**src/rtl/cam_emul.sv**
```systemverilog
// Camera sensor emulator: pclk = clk/2, vsync/href/RGB565 byte stream, one frame per enable.
// Optional macro CAM_EMUL_BARS_EN selects eight vertical colour bars instead of the {x, y} pattern.
module cam_emul #(
    parameter int CAM_SCREEN_X = 160,
    parameter int CAM_SCREEN_Y = 120,
    parameter int HBLANK       = 16,
    parameter int VSYNC_LINES  = 3,
    parameter int VBP          = 2,
    parameter int VFP          = 2
) (
    input  logic       clk,
    input  logic       rst,
    input  logic       en,
    output logic       CAM_pclk,
    output logic       CAM_vsync,
    output logic       CAM_href,
    output logic [7:0] CAM_px_data,
    output logic       frame_done
);
    // state  | meaning
    // IDLE   | waiting for en on a pclk falling update
    // VSYNC  | vsync high, VSYNC_LINES line periods
    // VBP    | blank lines before active video
    // ACTIVE | CAM_SCREEN_Y lines with href during the first 2*X bytes
    // VFP    | blank lines after active video; exit pulses frame_done
    typedef enum logic [2:0] {S_IDLE, S_VSYNC, S_VBP, S_ACTIVE, S_VFP} state_t;

    localparam int LINE_LEN = 2*CAM_SCREEN_X + HBLANK;
    localparam int BW       = $clog2(LINE_LEN);
    localparam int LW       = 16;

    state_t          state_q, state_d;
    logic [BW-1:0]   bcnt_q, bcnt_d;
    logic [LW-1:0]   lcnt_q, lcnt_d;
    logic [LW-1:0]   n_lines;
    logic            pclk_q, vsync_q, href_q, done_q, done_d;
    logic            vsync_d, href_d, eol, last_line;
    logic [7:0]      data_q, data_d;
    logic [BW-1:0]   x_w;
    logic [15:0]     pix_w;

    always_comb begin
        state_d = state_q;
        bcnt_d  = bcnt_q;
        lcnt_d  = lcnt_q;
        done_d  = 1'b0;
        eol     = (bcnt_q == BW'(LINE_LEN-1));
        case (state_q)
            S_VSYNC:  n_lines = LW'(VSYNC_LINES);
            S_VBP:    n_lines = LW'(VBP);
            S_ACTIVE: n_lines = LW'(CAM_SCREEN_Y);
            S_VFP:    n_lines = LW'(VFP);
            default:  n_lines = LW'(1);
        endcase
        last_line = (lcnt_q == n_lines - 1'b1);

        // Everything advances only on the edge where pclk falls (pclk_q currently 1).
        if (pclk_q) begin
            if (state_q == S_IDLE) begin
                if (en) state_d = S_VSYNC;
                bcnt_d = '0;
                lcnt_d = '0;
            end else if (eol) begin
                bcnt_d = '0;
                if (last_line) begin
                    lcnt_d = '0;
                    case (state_q)
                        S_VSYNC:  state_d = S_VBP;
                        S_VBP:    state_d = S_ACTIVE;
                        S_ACTIVE: state_d = S_VFP;
                        S_VFP: begin
                            done_d  = 1'b1;
                            state_d = en ? S_VSYNC : S_IDLE;
                        end
                        default:  state_d = S_IDLE;
                    endcase
                end else begin
                    lcnt_d = lcnt_q + 1'b1;
                end
            end else begin
                bcnt_d = bcnt_q + 1'b1;
            end
        end

        vsync_d = (state_d == S_VSYNC);
        href_d  = (state_d == S_ACTIVE) && (bcnt_d < BW'(2*CAM_SCREEN_X));
        x_w     = bcnt_d >> 1;
`ifdef CAM_EMUL_BARS_EN
        case (32'(x_w) / ((CAM_SCREEN_X/8 > 0) ? CAM_SCREEN_X/8 : 1))
            0:       pix_w = 16'hFFFF;
            1:       pix_w = 16'hFFE0;
            2:       pix_w = 16'h07FF;
            3:       pix_w = 16'h07E0;
            4:       pix_w = 16'hF81F;
            5:       pix_w = 16'hF800;
            6:       pix_w = 16'h001F;
            default: pix_w = 16'h0000;
        endcase
`else
        pix_w = {8'(x_w), 8'(lcnt_d)};
`endif
        data_d = href_d ? (bcnt_d[0] ? pix_w[7:0] : pix_w[15:8]) : 8'h00;
    end

    always_ff @(posedge clk) begin
        if (!rst) begin
            state_q <= S_IDLE;
            bcnt_q  <= '0;
            lcnt_q  <= '0;
            pclk_q  <= 1'b0;
            vsync_q <= 1'b0;
            href_q  <= 1'b0;
            data_q  <= 8'h00;
            done_q  <= 1'b0;
        end else begin
            pclk_q  <= ~pclk_q;
            state_q <= state_d;
            bcnt_q  <= bcnt_d;
            lcnt_q  <= lcnt_d;
            done_q  <= done_d;
            if (pclk_q) begin
                vsync_q <= vsync_d;
                href_q  <= href_d;
                data_q  <= data_d;
            end
        end
    end

    assign CAM_pclk    = pclk_q;
    assign CAM_vsync   = vsync_q;
    assign CAM_href    = href_q;
    assign CAM_px_data = data_q;
    assign frame_done  = done_q;
endmodule
```
**config.mk**
```make
export PLATFORM = sky130hd
export DESIGN_NAME = cam_emul
export DESIGN_NICKNAME = d
export VERILOG_FILES = /design/src/rtl/cam_emul.sv
export SDC_FILE = /design/constraint.sdc
export NUM_CORES = 1
export LEC_CHECK = 0
export CAP_MARGIN = 40
export CORE_MARGIN = 5
export CORE_UTILIZATION = 50
export DETAILED_ROUTE_END_ITERATION = 16
export HOLD_SLACK_MARGIN = 0.1
export PLACE_DENSITY = 0.69
export SKIP_CTS_REPAIR_TIMING = 1
export SLEW_MARGIN = 20
export SYNTH_ARGS = -nofsm -noshare
export SYNTH_HDL_FRONTEND = slang
export SYNTH_SLANG_ARGS = --single-unit
```
**constraint.sdc**
```tcl
create_clock -name clk -period 3.5 [get_ports clk]
set_input_delay 0.525 -clock clk [delete_from_list [all_inputs] [get_ports clk]]
set_output_delay 0.525 -clock clk [all_outputs]
set_load 0.01 [all_outputs]
```
Word level (Yosys, flattened, before mapping)
Index checks and enable logic that the tools add are counted.
{ "totals": {"register_bits": 40} }
{ "op_classes": {"addsub": 3, "n_bitwise": 4, "n_eq_ne": 8, "n_mux": 18, "order_cmp": 1, "reduce_logical": 6} }
{ "op_table": {"columns": ["operator", "n"], "rows": [
  ["16-bit two-way mux", 3],
  ["9-bit two-way mux", 3],
  ["8-bit two-way mux", 3],
  ["7-bit one-hot mux with 3 select lines", 1],
  ["16-bit by 1-bit adder with 16-bit output, second input constant", 1],
  ["16-bit == test", 1],
  ["16-bit by 1-bit subtractor with 16-bit output, second input constant", 1],
  ["3-bit two-way mux", 5],
  ["3-bit one-hot mux with 4 select lines", 1],
  ["9-bit by 1-bit adder with 9-bit output, second input constant", 1],
  ["3-bit by 2-bit == test with 1-bit output, second input constant", 3],
  ["9-bit == test, second input constant", 1],
  ["9-bit less-than comparator, second input constant", 1],
  ["3-bit by 1-bit == test with 1-bit output, second input constant", 2],
  ["5-bit OR reduction", 1],
  ["1-bit NOT", 4],
  ["3-bit == test, second input constant", 1],
  ["3-bit logical NOT", 1],
  ["1-bit two-way mux", 2],
  ["2-bit AND reduction", 1],
  ["2-bit nonzero test", 1],
  ["2-bit OR reduction", 1],
  ["1-bit logical AND", 1]
]} }

Depth between registers and ports, before layout
{ "logic_depth": {"depth_word": 12, "mapped_depth": 12, "mapped_depth_nobuf": 11} }

Worst setup path before layout
Ideal clock, no wire load.
{ "synth_path": {"path_kind": "register to register", "from": "reg state_q[1]", "to": "reg lcnt_q[10]", "t_required_ps": 3367, "n_path_buf": 1, "stages_incl_launch_ff": 13, "setup_time_ps": 133, "t_arrival_ps": 2926, "path_slack_ps": 441, "cell_sequence": "dfxtp_1 > clkbuf_1 > nand2b_1 > o21ai_0 > ha_1 > inv_1 > ha_1 > xnor2_1 > nand4_1 > a2111oi_4 > nor2_1 > o21ai_1 > nor2_1"} }
{ "synth_between": {"elab_chain_cells": 8, "word_cells_on_any_way": 14} }
{ "synth_rtl": {"columns": ["item", "line_no", "rtl"], "rows": [
  ["start, declared", "32", "state_t state_q, state_d;"],
  ["start signal, assigned", "117", "state_q <= state_d;"],
  ["3-bit == test or 3-bit by 2-bit == test with 1-bit output (tied branches)", "48", "case (state_q)"],
  ["2-bit OR reduction (no line)", null, null],
  ["7-bit one-hot mux with 3 select lines", "48", null],
  ["16-bit by 1-bit subtractor with 16-bit output", "55", "last_line = (lcnt_q == n_lines - 1'b1);"],
  ["16-bit == test", "55", null],
  ["16-bit two-way mux", "65", "if (last_line) begin"],
  ["16-bit two-way mux", "63", "end else if (eol) begin"],
  ["16-bit two-way mux", "59", "if (state_q == S_IDLE) begin"],
  ["end signal, assigned", "119", "lcnt_q <= lcnt_d;"],
  ["end, declared", "34", "logic [LW-1:0] lcnt_q, lcnt_d;"]
]} }
Parallel ways exist; a longest one is shown, timed or not. The select of a mux whose other input is x is not followed.
A chain may end at the register's enable or synchronous reset.

Worst setup path after layout
{ "layout_path": {"from": "reg state_q[1]", "to": "reg data_q[2] (netlist: CAM_px_data[2])"} }
{ "layout_between": {"elab_chain_cells": 12, "word_cells_on_any_way": 26} }
{ "layout_rtl": {"columns": ["item", "line_no", "rtl"], "rows": [
  ["3-bit == test or 3-bit by 2-bit == test with 1-bit output (tied branches)", "48, 67", null],
  ["2-bit OR reduction (no line)", null, null],
  ["7-bit one-hot mux with 3 select lines", "48", null],
  ["16-bit by 1-bit subtractor with 16-bit output", "55", null],
  ["16-bit == test", "55", null],
  ["3-bit two-way mux", "65", null],
  ["3-bit two-way mux", "63", null],
  ["3-bit two-way mux", "59", null],
  ["3-bit two-way mux", "58", "if (pclk_q) begin"],
  ["3-bit by 2-bit == test with 1-bit output", "86", "href_d = (state_d == S_ACTIVE) && (bcnt_d < BW'(2*CAM_SCREEN_X));"],
  ["1-bit logical AND", "86", null],
  ["8-bit two-way mux (*)", "102", "data_d = href_d ? (bcnt_d[0] ? pix_w[7:0] : pix_w[15:8]) : 8'h00;"],
  ["end signal, assigned", "124", "data_q <= data_d;"],
  ["end, declared", "38", "logic [7:0] data_q, data_d;"]
]} }
Every way passes the cells marked *; elsewhere a longest branch is shown, timed or not. The select of a mux whose other input is x is not followed.

==> flow_summary.yaml <==
floorplan:
  die_area_um2: 6400
  io_pins: 15
  die_height_um: 80.0
  die_w_um: 80.0
  initial_core_util_pct: 51.6
  core-area_um2: 4750
  row_count: 25
global_route:
  grt_max_degree: 20
  grt_pass1_wl_um: 9980
  grt_pass1_vias: 2101
  overflow: 0
  grt_usage_pct: 19.8
  antenna_found_initial: 0
cts:
  clkSlewWorstSetupHoldPaths_ns: 0.09
  cts_max_level: 2
  cts_sinks: 40
  insertion_delay_ns: 0.30
  cts_tree: "yes"
  cts_buffers: 5
  cts_root_buffer: "clkbuf_8"
  clockBufferDepth: 2
logic_synthesis:
  syn_avg_cell_area_um2: 7.83
  yosysWarnings: 0
  synth-edff-count: 0
  ys.flop_type: "dfxtp_1"
  async_flop_share_pct: 0
  ys_top_cells_by_area: "dfxtp_1, nand2_1, nor2_1"
  synth.top_cell.area_share_pct: 32.7
  syn_inst: 313
  yosys.area.top_type: "dfxtp_1"
  syn_nets: 321
  ys_seq_elements: 40
  yosysUniqueCellTypes: 58
  seq_area_frac_synth_pct: 32.7
  syn-cell-area_um2: 2450
worst_setup_path:
  cp_cell_sequence: "nand2b_1, o21ai_1, ha_1, inv_1, ha_1, xnor2_1, nand4_1, or4_1, o22ai_1, nand4_2, o21ai_1"
  critPathLaunchType: "register"
  worstPathRequired_ns: 3.73
  r2r-start: "state_q[1]"
  crit_fanout: 14
  end_kind: "register"
  crit_path_top_delay_cell: "or4_1"
  cp.arrival_ns: 3.33
  path_class: "register to register"
  crit_start: "state_q[1]"
  cp_slowest_stage_delay_ns: 0.58
timing:
  setup-tns-final_ns: 0
  rsz0062_at_grt: "no"
  whs_ns: 0.456
  drv_slew: 0
  setup_viol: 0
  final-hold-violation-count: 0
  clock_skew_ns: 0.0127
  min_period_ns: 3.10
  maxSlewHeadroom_pct: 53.2
  fmax_mhz: 323
  worst_pin_slew_ns: 0.702
  fin_crit_sh_pct: 88.5
place:
  post_dp_cell_area_um2: 2640
  portBuffers: 14
  hpwl_um: 4400
  gp_congestion: 0.889
power_and_ir_drop:
  max-vdd-ir-drop_mv: 0.212
  power_uw: 942
  power.leakage_nw: 0.948
  p_per_area_nw_per_um2: 339
route:
  ant_nets: 0
  wl_per_cell_um: 15.6
  dr.pass1.iters: 4
  routed_via_density: 5.98
  drt-initial-drc-count: 249
  routed_wl_um: 6090
  drc: 0
  vias: 2338
cells_and_area:
  syn_to_final_growth_pct: 13.4
  multi_input_area_um2: 1550
  n_fill_cell: 455
  fin_area_um2: 2780
  nets: 331
  drive_above_1_share_pct: 7.41
  antennaDiodeCount: 0
  ff_latch_area_um2: 802
job:
  cap_violations: 0
worst_hold_path:
  holdCritStartpoint: "CAM_href"
  hold_path_class: "register to register"
status:
  run_status: "completed"
-- path summary, 6_finish.rpt --
path,depth (start not counted),slack [ns],end
setup / recovery,11,0.40,CAM_px_data[2]
setup reg to reg,11,0.40,CAM_px_data[2]
hold reg to reg,2,0.46,CAM_href
hold / removal,2,0.46,CAM_href
-- cell type report --
type / instances / share of cell area, %
Inverter: 7 / 0.946
Clock inverter: 2 / 1.40
Multi-Input combinational cell: 247 / 55.6
Clock buffer: 6 / 2.97
Sequential cell: 40 / 28.9
Tap cell: 67 / 3.02
Timing Repair Buffer: 22 / 7.20
-- logic make-up (layout without fill, tap and decap cells) --
logic type	after synthesis	after routing	synth area share, %
xor+xnor	19	19	6.79
simple gates	156	156	32.9
buf+inv	26	37	4.49
mux	10	10	4.29
fa+ha+maj	5	5	2.55
flops	40	40	32.7
compound gates	57	57	16.3
-- report_power, final --
part	internal, mW	switching, mW	total [mW]
sequential	0.458	0.00342	0.461
clock	0.233	0.169	0.402
combinational	0.0264	0.0518	0.0781
total	0.717	0.224	0.942
-- routing by layer --
layer / GRT usage, % / wire length, um / vias up
met5: 0 / 0 / -
met4: 7.94 / 132 / 0
met3: 3.50 / 375 / 14
met2: 31.3 / 2830 / 83
met1: 26.4 / 2760 / 1092
li1: - / - / 1149
-- sequential cells by signal (all words and copies together) (netlist names) --
register,cells
CAM_px_data,8
CAM_vsync,1
bcnt_q,9
state_q,3
CAM_pclk,1
frame_done,1
CAM_href,1
lcnt_q,16
-- cell usage in the layout (no fill, tap or decap), types with 3 or more instances in the layout --
master / count
a31oi_1: 3
ha_1: 5
xnor2_1: 10
o21a_1: 5
nand3_1: 13
mux2_1: 4
nand4_1: 12
nand2b_1: 4
clkbuf_8: 6
nor3b_1: 5
nor4_1: 7
nand2_1: 38
nor3_1: 14
dfxtp_1: 39
xor2_1: 9
inv_1: 7
a21oi_1: 11
and3_1: 5
nor2_1: 36
o21ai_0: 5
buf_4: 8
or3_1: 4
clkdlybuf4s50_1: 14
o21ai_1: 12
mux2i_1: 6
-- cell usage after synthesis (5+ instances only) --
| cell type | instances |
|---|---|
| o21ai_0 | 6 |
| xnor2_1 | 10 |
| nand3_1 | 13 |
| dfxtp_1 | 40 |
| ha_1 | 5 |
| inv_1 | 7 |
| and3_1 | 5 |
| nor4_1 | 7 |
| xor2_1 | 9 |
| a21oi_1 | 11 |
| nand4_1 | 12 |
| o21ai_1 | 11 |
| clkbuf_1 | 16 |
| nor2_1 | 36 |
| nor3_1 | 14 |
| nand2_1 | 38 |
| o21a_1 | 5 |
| nor3b_1 | 6 |
| mux2i_1 | 6 |
-- worst max-delay path: cells and delay by family (launching register included) --
kind,cells,cell delay (ns)
fa+ha+maj,2,0.55
simple gates,4,1.28
compound gates,3,0.58
flops,1,0.40
buf+inv,1,0.06
xor+xnor,1,0.17
-- through the flow --
step / cells / util, % / setup slack, ns
3_5_place_dp: 381 / 55.4 / 0.229
5_1_grt: 391 / 58.4 / 0.0750
4_1_cts: 389 / 58.0 / 0.189
2_1_floorplan: 313 / - / 0.441
6_report: 391 / 58.4 / 0.401
3_3_place_gp: 381 / 55.4 / 0.342
Power figures use the tool's default switching activity.
